<file path="src/rtl/ifetch_unit_pkg.sv">
// ifetch_unit_pkg: shared definitions for the instruction-fetch front end.
//   - PC_SEL_STATE_*  : next-PC select encoding shared with pcgen
//   - INITIAL_PC_VALUE: fetch PC loaded on reset
//   - ifu_state_e     : fetch FSM state encoding (IFU_ST_*)
package ifetch_unit_pkg;

    localparam int unsigned PC_SEL_W = 2;

    localparam logic [PC_SEL_W-1:0] PC_SEL_STATE_ADD    = 2'd0;
    localparam logic [PC_SEL_W-1:0] PC_SEL_STATE_BRANCH = 2'd1;
    localparam logic [PC_SEL_W-1:0] PC_SEL_STATE_JUMP   = 2'd2;
    localparam logic [PC_SEL_W-1:0] PC_SEL_STATE_REG    = 2'd3;

    localparam logic [31:0] INITIAL_PC_VALUE = 32'h0000_0000;

    typedef enum logic [1:0] {
        IFU_ST_REQ   = 2'd0,
        IFU_ST_WAIT  = 2'd1,
        IFU_ST_HOLD  = 2'd2,
        IFU_ST_FAULT = 2'd3
    } ifu_state_e;

    // Any select other than sequential add is a control-flow redirect.
    function automatic logic is_redirect(input logic [PC_SEL_W-1:0] sel);
        return sel != PC_SEL_STATE_ADD;
    endfunction

endpackage

</file>
<file path="src/rtl/ifetch_unit.sv">
// ifetch_unit: fetch PC owner and single-outstanding instruction fetcher.
// Ports:
//   i_clk, i_rstn                   clock, async active-low reset
//   o_pc / i_npc / i_pc_sel         PC loop with the external pcgen
//   o_imem_req_valid/ready, o_imem_addr, i_imem_rsp_valid/data
//                                   instruction memory request/response
//   o_inst_valid/i_inst_ready, o_inst, o_inst_pc
//                                   instruction handoff to decode
//   o_misalign                      misaligned redirect fault
// Build option: IFETCH_MISALIGN_CHECK_EN enables the FAULT state for
// redirects to targets with nonzero low two bits.
module ifetch_unit
    import ifetch_unit_pkg::*;
#(
    parameter int unsigned AWIDTH = 32,
    parameter int unsigned DWIDTH = 32
) (
    input  logic              i_clk,
    input  logic              i_rstn,
    output logic [AWIDTH-1:0] o_pc,
    input  logic [AWIDTH-1:0] i_npc,
    input  logic [1:0]        i_pc_sel,
    output logic              o_imem_req_valid,
    input  logic              i_imem_req_ready,
    output logic [AWIDTH-1:0] o_imem_addr,
    input  logic              i_imem_rsp_valid,
    input  logic [DWIDTH-1:0] i_imem_rsp_data,
    output logic              o_inst_valid,
    input  logic              i_inst_ready,
    output logic [DWIDTH-1:0] o_inst,
    output logic [AWIDTH-1:0] o_inst_pc,
    output logic              o_misalign
);

    ifu_state_e        state_q;
    logic [AWIDTH-1:0] pc_q;
    logic              kill_q;
    logic              req_valid_q;
    logic              inst_valid_q;
    logic [DWIDTH-1:0] inst_q;
    logic [AWIDTH-1:0] inst_pc_q;
    logic              misalign_q;

    logic redirect;
    logic advance;
    logic accept;
    logic rsp_pending;
    logic npc_mis;
    logic pc_mis;

    assign redirect = is_redirect(i_pc_sel);
    assign advance  = inst_valid_q & i_inst_ready & ~redirect;
    assign accept   = req_valid_q & i_imem_req_ready;

    // A response is still owed after this cycle; a response arriving in the
    // same cycle as the redirect has already been consumed and is not owed.
    assign rsp_pending = ((state_q == IFU_ST_WAIT) && !i_imem_rsp_valid) ||
                         ((state_q == IFU_ST_REQ) && accept);

`ifdef IFETCH_MISALIGN_CHECK_EN
    assign npc_mis = (i_npc[1:0] != 2'b00);
    assign pc_mis  = (pc_q[1:0] != 2'b00);
`else
    assign npc_mis = 1'b0;
    assign pc_mis  = 1'b0;
`endif

    // Fetch FSM with registered outputs.
    always_ff @(posedge i_clk or negedge i_rstn) begin
        if (!i_rstn) begin
            state_q      <= IFU_ST_REQ;
            pc_q         <= AWIDTH'(INITIAL_PC_VALUE);
            kill_q       <= 1'b0;
            req_valid_q  <= 1'b0;
            inst_valid_q <= 1'b0;
            inst_q       <= '0;
            inst_pc_q    <= '0;
            misalign_q   <= 1'b0;
        end else if (redirect) begin
            pc_q         <= i_npc;
            inst_valid_q <= 1'b0;
            if (rsp_pending) begin
                // Drain the in-flight response before fetching the target.
                state_q     <= IFU_ST_WAIT;
                kill_q      <= 1'b1;
                req_valid_q <= 1'b0;
            end else begin
                kill_q <= 1'b0;
                if (npc_mis) begin
                    state_q     <= IFU_ST_FAULT;
                    req_valid_q <= 1'b0;
                    misalign_q  <= 1'b1;
                end else begin
                    state_q     <= IFU_ST_REQ;
                    req_valid_q <= 1'b1;
                    misalign_q  <= 1'b0;
                end
            end
        end else begin
            unique case (state_q)
                IFU_ST_REQ: begin
                    // Request goes up the first cycle after reset release.
                    if (!req_valid_q) begin
                        req_valid_q <= 1'b1;
                    end else if (accept) begin
                        req_valid_q <= 1'b0;
                        state_q     <= IFU_ST_WAIT;
                    end
                end
                IFU_ST_WAIT: begin
                    if (i_imem_rsp_valid) begin
                        if (kill_q) begin
                            kill_q <= 1'b0;
                            if (pc_mis) begin
                                state_q    <= IFU_ST_FAULT;
                                misalign_q <= 1'b1;
                            end else begin
                                state_q     <= IFU_ST_REQ;
                                req_valid_q <= 1'b1;
                            end
                        end else begin
                            inst_q       <= i_imem_rsp_data;
                            inst_pc_q    <= pc_q;
                            inst_valid_q <= 1'b1;
                            state_q      <= IFU_ST_HOLD;
                        end
                    end
                end
                IFU_ST_HOLD: begin
                    if (advance) begin
                        pc_q         <= i_npc;
                        inst_valid_q <= 1'b0;
                        req_valid_q  <= 1'b1;
                        state_q      <= IFU_ST_REQ;
                    end
                end
                IFU_ST_FAULT: begin
                    // Parked until an aligned redirect.
                    req_valid_q <= 1'b0;
                end
            endcase
        end
    end

    assign o_pc             = pc_q;
    assign o_imem_addr      = pc_q;
    assign o_imem_req_valid = req_valid_q;
    assign o_inst_valid     = inst_valid_q;
    assign o_inst           = inst_q;
    assign o_inst_pc        = inst_pc_q;
    assign o_misalign       = misalign_q;

endmodule

</file>
<file path="config.mk">
export PLATFORM = sky130hd
export DESIGN_NAME = ifetch_unit
export DESIGN_NICKNAME = d
export VERILOG_FILES = /design/src/rtl/ifetch_unit_pkg.sv /design/src/rtl/ifetch_unit.sv
export SDC_FILE = /design/constraint.sdc
export NUM_CORES = 1
export LEC_CHECK = 0
export CORE_ASPECT_RATIO = 0.75
export CORE_MARGIN = 4
export CORE_UTILIZATION = 45
export CTS_BUF_LIST = sky130_fd_sc_hd__clkbuf_4 sky130_fd_sc_hd__clkbuf_8 sky130_fd_sc_hd__clkbuf_16
export DETAILED_ROUTE_END_ITERATION = 12
export MAX_ROUTING_LAYER = met4
export PLACE_DENSITY = 0.95
export SYNTH_ARGS = -nofsm -noshare
export SYNTH_HDL_FRONTEND = slang
export SYNTH_SLANG_ARGS = --single-unit
</file>
<file path="constraint.sdc">
create_clock -name i_clk -period 4.5 [get_ports i_clk]
set_clock_uncertainty 0.15 [all_clocks]
set_input_delay 0.9 -clock i_clk [delete_from_list [all_inputs] [get_ports i_clk]]
set_output_delay 0.9 -clock i_clk [all_outputs]
set_load 0.03 [all_outputs]
</file>
; After elaboration in Yosys (flattened, before gate mapping)
; Index checks and enable logic that the tools add are counted.
[totals]
inputBits = 71
output_inout_bits = 131
regBits = 101
wordCells = 67
[op_classes]
muxes = 28
reduce_logical = 18
bitwise_logic = 5
eq_ne = 9
[op_table]
columns = op, n
row1 = 2-to-1 mux 32 bit, 3
row2 = != test 3 bit (second input constant), 6
row3 = 2-to-1 mux 1 bit, 16
row4 = 2-to-1 mux 2 bit, 6
row5 = nonzero test 2 bit, 5
row6 = AND reduction 4 bit, 2
row7 = case mux 2 bit (3 select lines), 1
row8 = AND reduction 5 bit, 1
row9 = == test 2 bit (second input constant), 2
row10 = case mux 1 bit (4 select lines), 1
row11 = AND reduction 2 bit, 2
row12 = nonzero test 4 bit, 1
row13 = bitwise AND 1 bit, 3
row14 = AND reduction 3 bit, 1
row15 = nonzero test 3 bit, 1
row16 = == test 2 x 1 -> 1 bit (second input constant), 1
row17 = logical AND 1 bit, 2
row18 = zero test 2 bit, 1
row19 = NOT 1 bit, 2
row20 = case mux 1 bit (2 select lines), 1
row21 = zero test 1 bit, 1
row22 = logical OR 1 bit, 1

; Longest topological paths before layout
; Gate-level depths: netlist (run 1).
[logic_depth]
word_depth = 6
mapped_depth = 6
mapped_depth_nobuf = 6

; Worst setup path before layout (run 1)
; Ideal clock, no wire load.
[synth_timing]
kind = input to register
start = input i_pc_sel[1]
end = register pc_q[10] (netlist: o_imem_addr[10])
cell_stages = 4
slack_ns = 2.310
path_buffers = 1
t_arrival_ns = 1.915
path_cell_list = or2_1 > a31oi_4 > buf_4 > mux2_2
[synth_via]
elab_chain_cells = 5
word_cells_on_any_way = 7
[synth_rtl]
columns = item, line_no
row1 = start: declaration, ifetch_unit.sv:22  ; input logic [1:0] i_pc_sel,
row2 = nonzero test 2 bit *, ifetch_unit_pkg.sv:25  ; return sel != PC_SEL_STATE_ADD;
row3 = NOT 1 bit (no line), n/a
row4 = bitwise AND 1 bit, ifetch_unit.sv:52  ; assign advance = inst_valid_q & i_inst_ready & ~redirect;
row5 = nonzero test 2 bit (no line), n/a
row6 = AND reduction 2 bit (no line), n/a
row7 = end signal: assignment, ifetch_unit.sv:72  ; pc_q <= AWIDTH'(INITIAL_PC_VALUE);
row8 = end signal: assignment, ifetch_unit.sv:80  ; pc_q <= i_npc;
row9 = end signal: assignment, ifetch_unit.sv:131  ; pc_q <= i_npc;
row10 = end: declaration, ifetch_unit.sv:36  ; logic [AWIDTH-1:0] pc_q;
; Every way passes the cells marked *; elsewhere a longest branch is shown, timed or not.
; A chain may end at the register's enable or synchronous reset.

; Worst setup path after layout (run 1)
[layout_timing]
start = input i_pc_sel[1]
end = register pc_q[12] (netlist: o_imem_addr[12])
; Same word-level chain as after synthesis.

==> flow_summary_export.csv, run 1 <==
group,metric,value,unit
sta,relSlewSlack,0.391,
drt,drc,0,
floorplanning,num_rows,31,
layout,multi_input_area,1570,um2
global_routing,antenna_found_initial,0,
sta,setup-violations-final,0,
layout,drive_above_1_share,0.225,
floorplanning,ios,202,
clocking,cts.sinks,101,
synthesis,syn_area_per_cell,16.0,um2
global_routing,overflow,0,
power,ir_drop,462,uV
run_status,status,"finished, final reports clean",
sta,rsz0062_at_grt,"no",
hold_path,hold_depth,1,
place,hpwl,8040,um
floorplanning,die_area,11600,um2
sta,tightestPinTransition,0.913,ns
critical_path,criticalPathCategory,"in -> reg",
global_routing,grt.total_usage,0.190,
synthesis,yosysMostFrequentCell,"dfrtp_1",
synthesis,syn-instance-count,279,
synthesis,synth_largest_type_area_fraction,0.567,
critical_path,required,4.57,ns
clocking,ctsHoldBuffers,0,
power,totalPowerFinal,4350,uW
global_routing,first_global_vias,3068,
synthesis,async_reset_ff_frac,1.00,
place,numPortBuffers,200,
synthesis,synth_flop_cell,"dfrtp_1",
synthesis,synth_top_area_cell,"dfrtp_1",
power,p_comb_frac,0.495,
power,p_leak,0.00299,uW
synthesis,syn_area,4450,um2
clocking,postCtsSetupBuffers,0,
drt,first_pass_iters,4,
drt,wirelength,10600,um
layout,fill_cells,663,
critical_path,crit_slowest_cell,"a31oi_4",
sta,post-route-period-util,0.625,
synthesis,syn_nets,355,
layout,syn_to_final_growth,48.1,%
global_routing,grt_start_max_net_pins,74,
critical_path,rr_worst_depth,6,
clocking,clk_pin_slew,0.07,ns
clocking,htree_num_levels,3,
sta,setup-tns-final,0,ns
synthesis,ys_top_cells_by_area,"dfrtp_1 (57%), mux2_4 (20%), buf_4 (6.1%)",
floorplanning,fp.coreArea,9660,um2
synthesis,ys_seq_area_frac,0.567,
power,switching_share,0.378,
synthesis,yosys_warnings,0,
synthesis,ys_types,27,
layout,fin_nets,528,
critical_path,start_kind,"input port",
global_routing,grt_pass1_wl,16400,um
clocking,cts_buffers,9,
drt,vias,2818,
drt,viasPerCell,4.78,
critical_path,worst_path_largest_cell_delay,0.45,ns
synthesis,synthTopCellsByCount,"dfrtp_1 (101), mux2_4 (60), buf_4 (36), mux2_1 (20), mux2_2 (18)",
power,p_seq_frac,0.337,
clocking,cts.path.max_buffers,2,
clocking,cts_tree,"yes",
critical_path,crit_chain,"clkdlybuf4s50_1, or2_1, a31oi_4, buf_4, mux2_2",
drt,avgRoutedWirePerCell,18.0,um
run,cap_violations,0,
power,switching_power,1640,uW
layout,seqCellArea,2530,um2
critical_path,cp_data_arrival_time,2.88,ns
sta,fin_crit,2.81,ns
critical_path,worst_setup_path_end_kind,"register",
floorplanning,die_y,94.2,um
critical_path,worstPathMaxFanout,21,
drt,drtIter0Drc,109,
sta,finalMaxSlewViolations,0,
clocking,clkLatencyLatePin,0.33,ns
power,p_int,2700,uW
hold_path,hold_path.class,"reg -> reg",
floorplanning,start_util,0.461,
sta,hold_viol,0,
floorplanning,die_w,123,um
drt,ant_nets,0,
sta,max_freq,355,MHz
clocking,cts.root.buffer_cell,"clkbuf_16",
synthesis,ys_seq_elements,101,
place,gp_congestion,0.806,
power,p_clk_frac,0.168,
synthesis,synth_edf_count,0,
power,cellPowerDensity,659,nW/um2
layout,antennaDiodeCount,0,
clocking,cts_resized,0,
## registers in the layout, summed over array words and instances, names as in the netlist
register	cells
kill_q	1
o_imem_req_valid	1
o_imem_addr	32
o_inst_pc	32
state_q	2
o_inst_valid	1
o_inst	32
## worst max-delay path, delay by kind of cell
| family | cells | cell delay (ns) |
|---|---|---|
| simple gates | 1 | 0.33 |
| buf+inv | 2 | 0.81 |
| mux | 1 | 0.38 |
| compound gates | 1 | 0.45 |
## power groups by stage
stage	combinational (uW)	clock (uW)	sequential, uW
after global routing	2240	790	1510
after detailed placement	2160	0	1470
after global placement	2120	0	1450
after floorplan	652	0	2090
after CTS	2170	754	1460
final	2150	731	1460
## stage by stage
stage	util	std cells	hold slack [ns]	setup WS (ns)	area (um2)
2_1_floorplan	-	279	0.357	2.31	4450
3_3_place_gp	0.653	573	0.330	1.37	6310
3_5_place_dp	0.653	573	0.335	1.32	6310
4_1_cts	0.683	589	0.356	1.68	6600
5_1_grt	0.683	589	0.365	1.59	6600
6_report	0.683	589	0.356	1.69	6600
## worst paths after layout
check                            start         endpoint  slack (ns)
hold reg to reg             o_inst[18]       o_inst[18]        0.36
hold / removal              o_inst[18]       o_inst[18]        0.36
setup / recovery           i_pc_sel[1]  o_imem_addr[12]        1.69
max in group asynchronous       i_rstn     o_inst_pc[0]        2.71
setup reg to reg            state_q[1]        o_inst[1]        2.19
min in group asynchronous       i_rstn    o_inst_pc[16]        0.55
## cell usage in the layout (no fill, tap or decap), types with 2 or more instances in the layout
cell,netlist,final
clkdlybuf4s50_1,0,199
dfrtp_1,101,101
mux2_4,60,60
mux2_1,20,20
mux2_2,18,18
clkbuf_16,0,9
nand2_1,5,5
ha_1,5,5
buf_4,36,5
inv_1,4,4
a21oi_1,4,4
nor2_1,3,3
o21ai_0,2,2
clkinvlp_4,0,2
inv_6,0,2
## metal layers
layer,vias to the layer above,wire (um),global-route usage
met5,-,0,-
met4,0,144,0.0466
met3,18,549,0.0464
met2,112,5590,0.328
met1,1405,4320,0.223
li1,1283,-,-
## final cells by class
type | count | area share
Clock buffer | 10 | 0.0362
Clock inverter | 6 | 0.00702
Inverter | 4 | 0.00228
Multi-Input combinational cell | 132 | 0.239
Sequential cell | 101 | 0.383
Tap cell | 132 | 0.0250
Timing Repair Buffer | 204 | 0.308
## cells by family after synthesis
kind of cell    after synthesis  synth area share
other cells                   1          0.000842
buf+inv                      46            0.0792
fa+ha+maj                     5            0.0140
simple gates                 15            0.0180
compound gates               13            0.0222
flops                       101             0.567
mux                          98             0.298
(Power assumes the default switching activity.)
==> inputs of run 2 (changes only) <==
CORE_UTILIZATION = 42   (was 45)
PLACE_DENSITY = 0.93   (was 0.95)
clock period = 2.9 ns   (was 4.5 ns; I/O delays follow)
==> flow_summary_export.csv, run 2 (synthesized netlist as in run 1, its figures left out) <==
group,metric,value,unit
run_status,status,"finished, final reports clean",
global_routing,grt_pass1_wl,17100,um
critical_path,r2r-start,"state_q[1]",
critical_path,worst_path_largest_cell_delay,0.72,ns
power,totalPowerFinal,6840,uW
drt,drc,0,
drt,avgRoutedWirePerCell,17.7,um
layout,most-common-layout-cells,"clkdlybuf4s50_1 (199), dfrtp_1 (101), mux2_4 (60)",
layout,syn_to_final_growth,49.8,%
sta,fin_crit,2.26,ns
critical_path,cp_data_arrival_time,1.53,ns
drt,wirelength,10500,um
floorplanning,die_area,12300,um2
global_routing,grt.total_usage,0.176,
clocking,cts.path.max_buffers,2,
critical_path,crit_slowest_cell,"clkdlybuf4s50_1",
critical_path,criticalPathCategory,"reg -> out",
sta,tightestPinTransition,0.677,ns
global_routing,overflow,0,
critical_path,timing.rr.end,"o_inst[5]",
critical_path,rr_worst_depth,6,
sta,hold_viol,0,
drt,ant_nets,0,
clocking,htree_num_levels,3,
layout,antennaDiodeCount,0,
drt,first_pass_iters,4,
sta,setup-tns-final,0,ns
critical_path,cp.buffers_inverters,1,
drt,viasPerCell,4.77,
sta,hold_ws,0.131,ns
floorplanning,start_util,0.431,
drt,vias,2831,
clocking,cts_buffers,9,
clocking,cts.sinks,101,
sta,relSlewSlack,0.548,
sta,finalMaxSlewViolations,0,
critical_path,reg2reg_slack,0.84,ns
place,gp_congestion,0.806,
hold_path,hold_path.class,"in -> async",
drt,wl_met1,4420,um
clocking,cts.root.buffer_cell,"clkbuf_16",
floorplanning,ios,202,
global_routing,grt_start_max_net_pins,53,
clocking,cts_tree,"yes",
critical_path,crit_chain,"clkdlybuf4s50_1",
clocking,postCtsSetupBuffers,0,
sta,max_freq,443,MHz
critical_path,worst_setup_path_end_kind,"primary output",
critical_path,cp_top_family,"buffers and inverters",
place,dp_cells,577,
global_routing,first_global_vias,3206,
layout,fin_cells,593,
global_routing,antenna_found_initial,0,
critical_path,start_kind,"register",
critical_path,required,2.17,ns
drt,drtIter0Drc,86,
drt,topRoutingLayerUsed,"met4",
power,cellPowerDensity,1020,nW/um2
layout,final_common_cell,"clkdlybuf4s50_1",
floorplanning,num_rows,32,
place,numPortBuffers,200,
clocking,ctsHoldBuffers,0,
clocking,clkLatencyLatePin,0.34,ns
drt,wl_met2,5310,um
sta,rsz0062_at_grt,"no",
layout,drive_above_1_share,0.225,
sta,setup-violations-final,0,
clocking,clk_pin_slew,0.08,ns
sta,post-route-period-util,0.778,
clocking,cts_resized,0,
critical_path,worstPathMaxFanout,5,
power,ir_drop,521,uV
layout,fin_nets,528,
floorplanning,die_y,97.2,um
run,cap_violations,0,
drt,met3_wirelength,654,um
power,p_leak,0.00302,uW
floorplanning,fp.coreArea,10300,um2
place,hpwl,7860,um
floorplanning,die_w,127,um
==> run 2: routing by layer <==
layer	global-route usage	up-vias
met4	0.0363	0
met5	-	-
met2	0.296	117
met3	0.0484	12
met1	0.216	1428
li1	-	1274
==> run 2: per-stage QoR <==
step / area (um2) / setup WS (ns) / utilization
6_report: 6670 / 0.644 / 0.646
5_1_grt: 6670 / 0.566 / 0.646
4_1_cts: 6670 / 0.631 / 0.646
3_5_place_dp: 6370 / 0.357 / 0.616
3_3_place_gp: 6370 / 0.402 / 0.616
2_1_floorplan: 4450 / 1.03 / -
==> run 2: worst max-delay path by stage <==
stage	start	endpoint	slack, ns	cells past startpoint
finish	o_inst_valid	o_inst_valid	0.64	1
global route	o_inst_valid	o_inst_valid	0.57	1
CTS	o_inst_valid	o_inst_valid	0.63	1
detailed placement	i_pc_sel[1]	o_imem_addr[29]	0.36	5
global placement	i_pc_sel[1]	o_inst[0]	0.40	6
floorplan	i_pc_sel[1]	o_imem_addr[10]	1.03	4
==> run 2: area by class of cell <==
type                       count  area (um2)
fill                         783        3660
sequential                   101        2530
timing repair buffer         204        2080
multi-input combinational    132        1570
clock buffer                   9         225
tap                          136         170
clock inverter                 7        80.1
inverter                       4        15.0
==> run 2: where the power goes <==
| part | internal (uW) | switching (uW) | leakage [uW] |
|---|---|---|---|
| Clock | 681 | 538 | 0.000148 |
| Combinational | 1670 | 1680 | 0.00165 |
| Sequential | 1930 | 344 | 0.00122 |
| Total | 4280 | 2560 | 0.00302 |
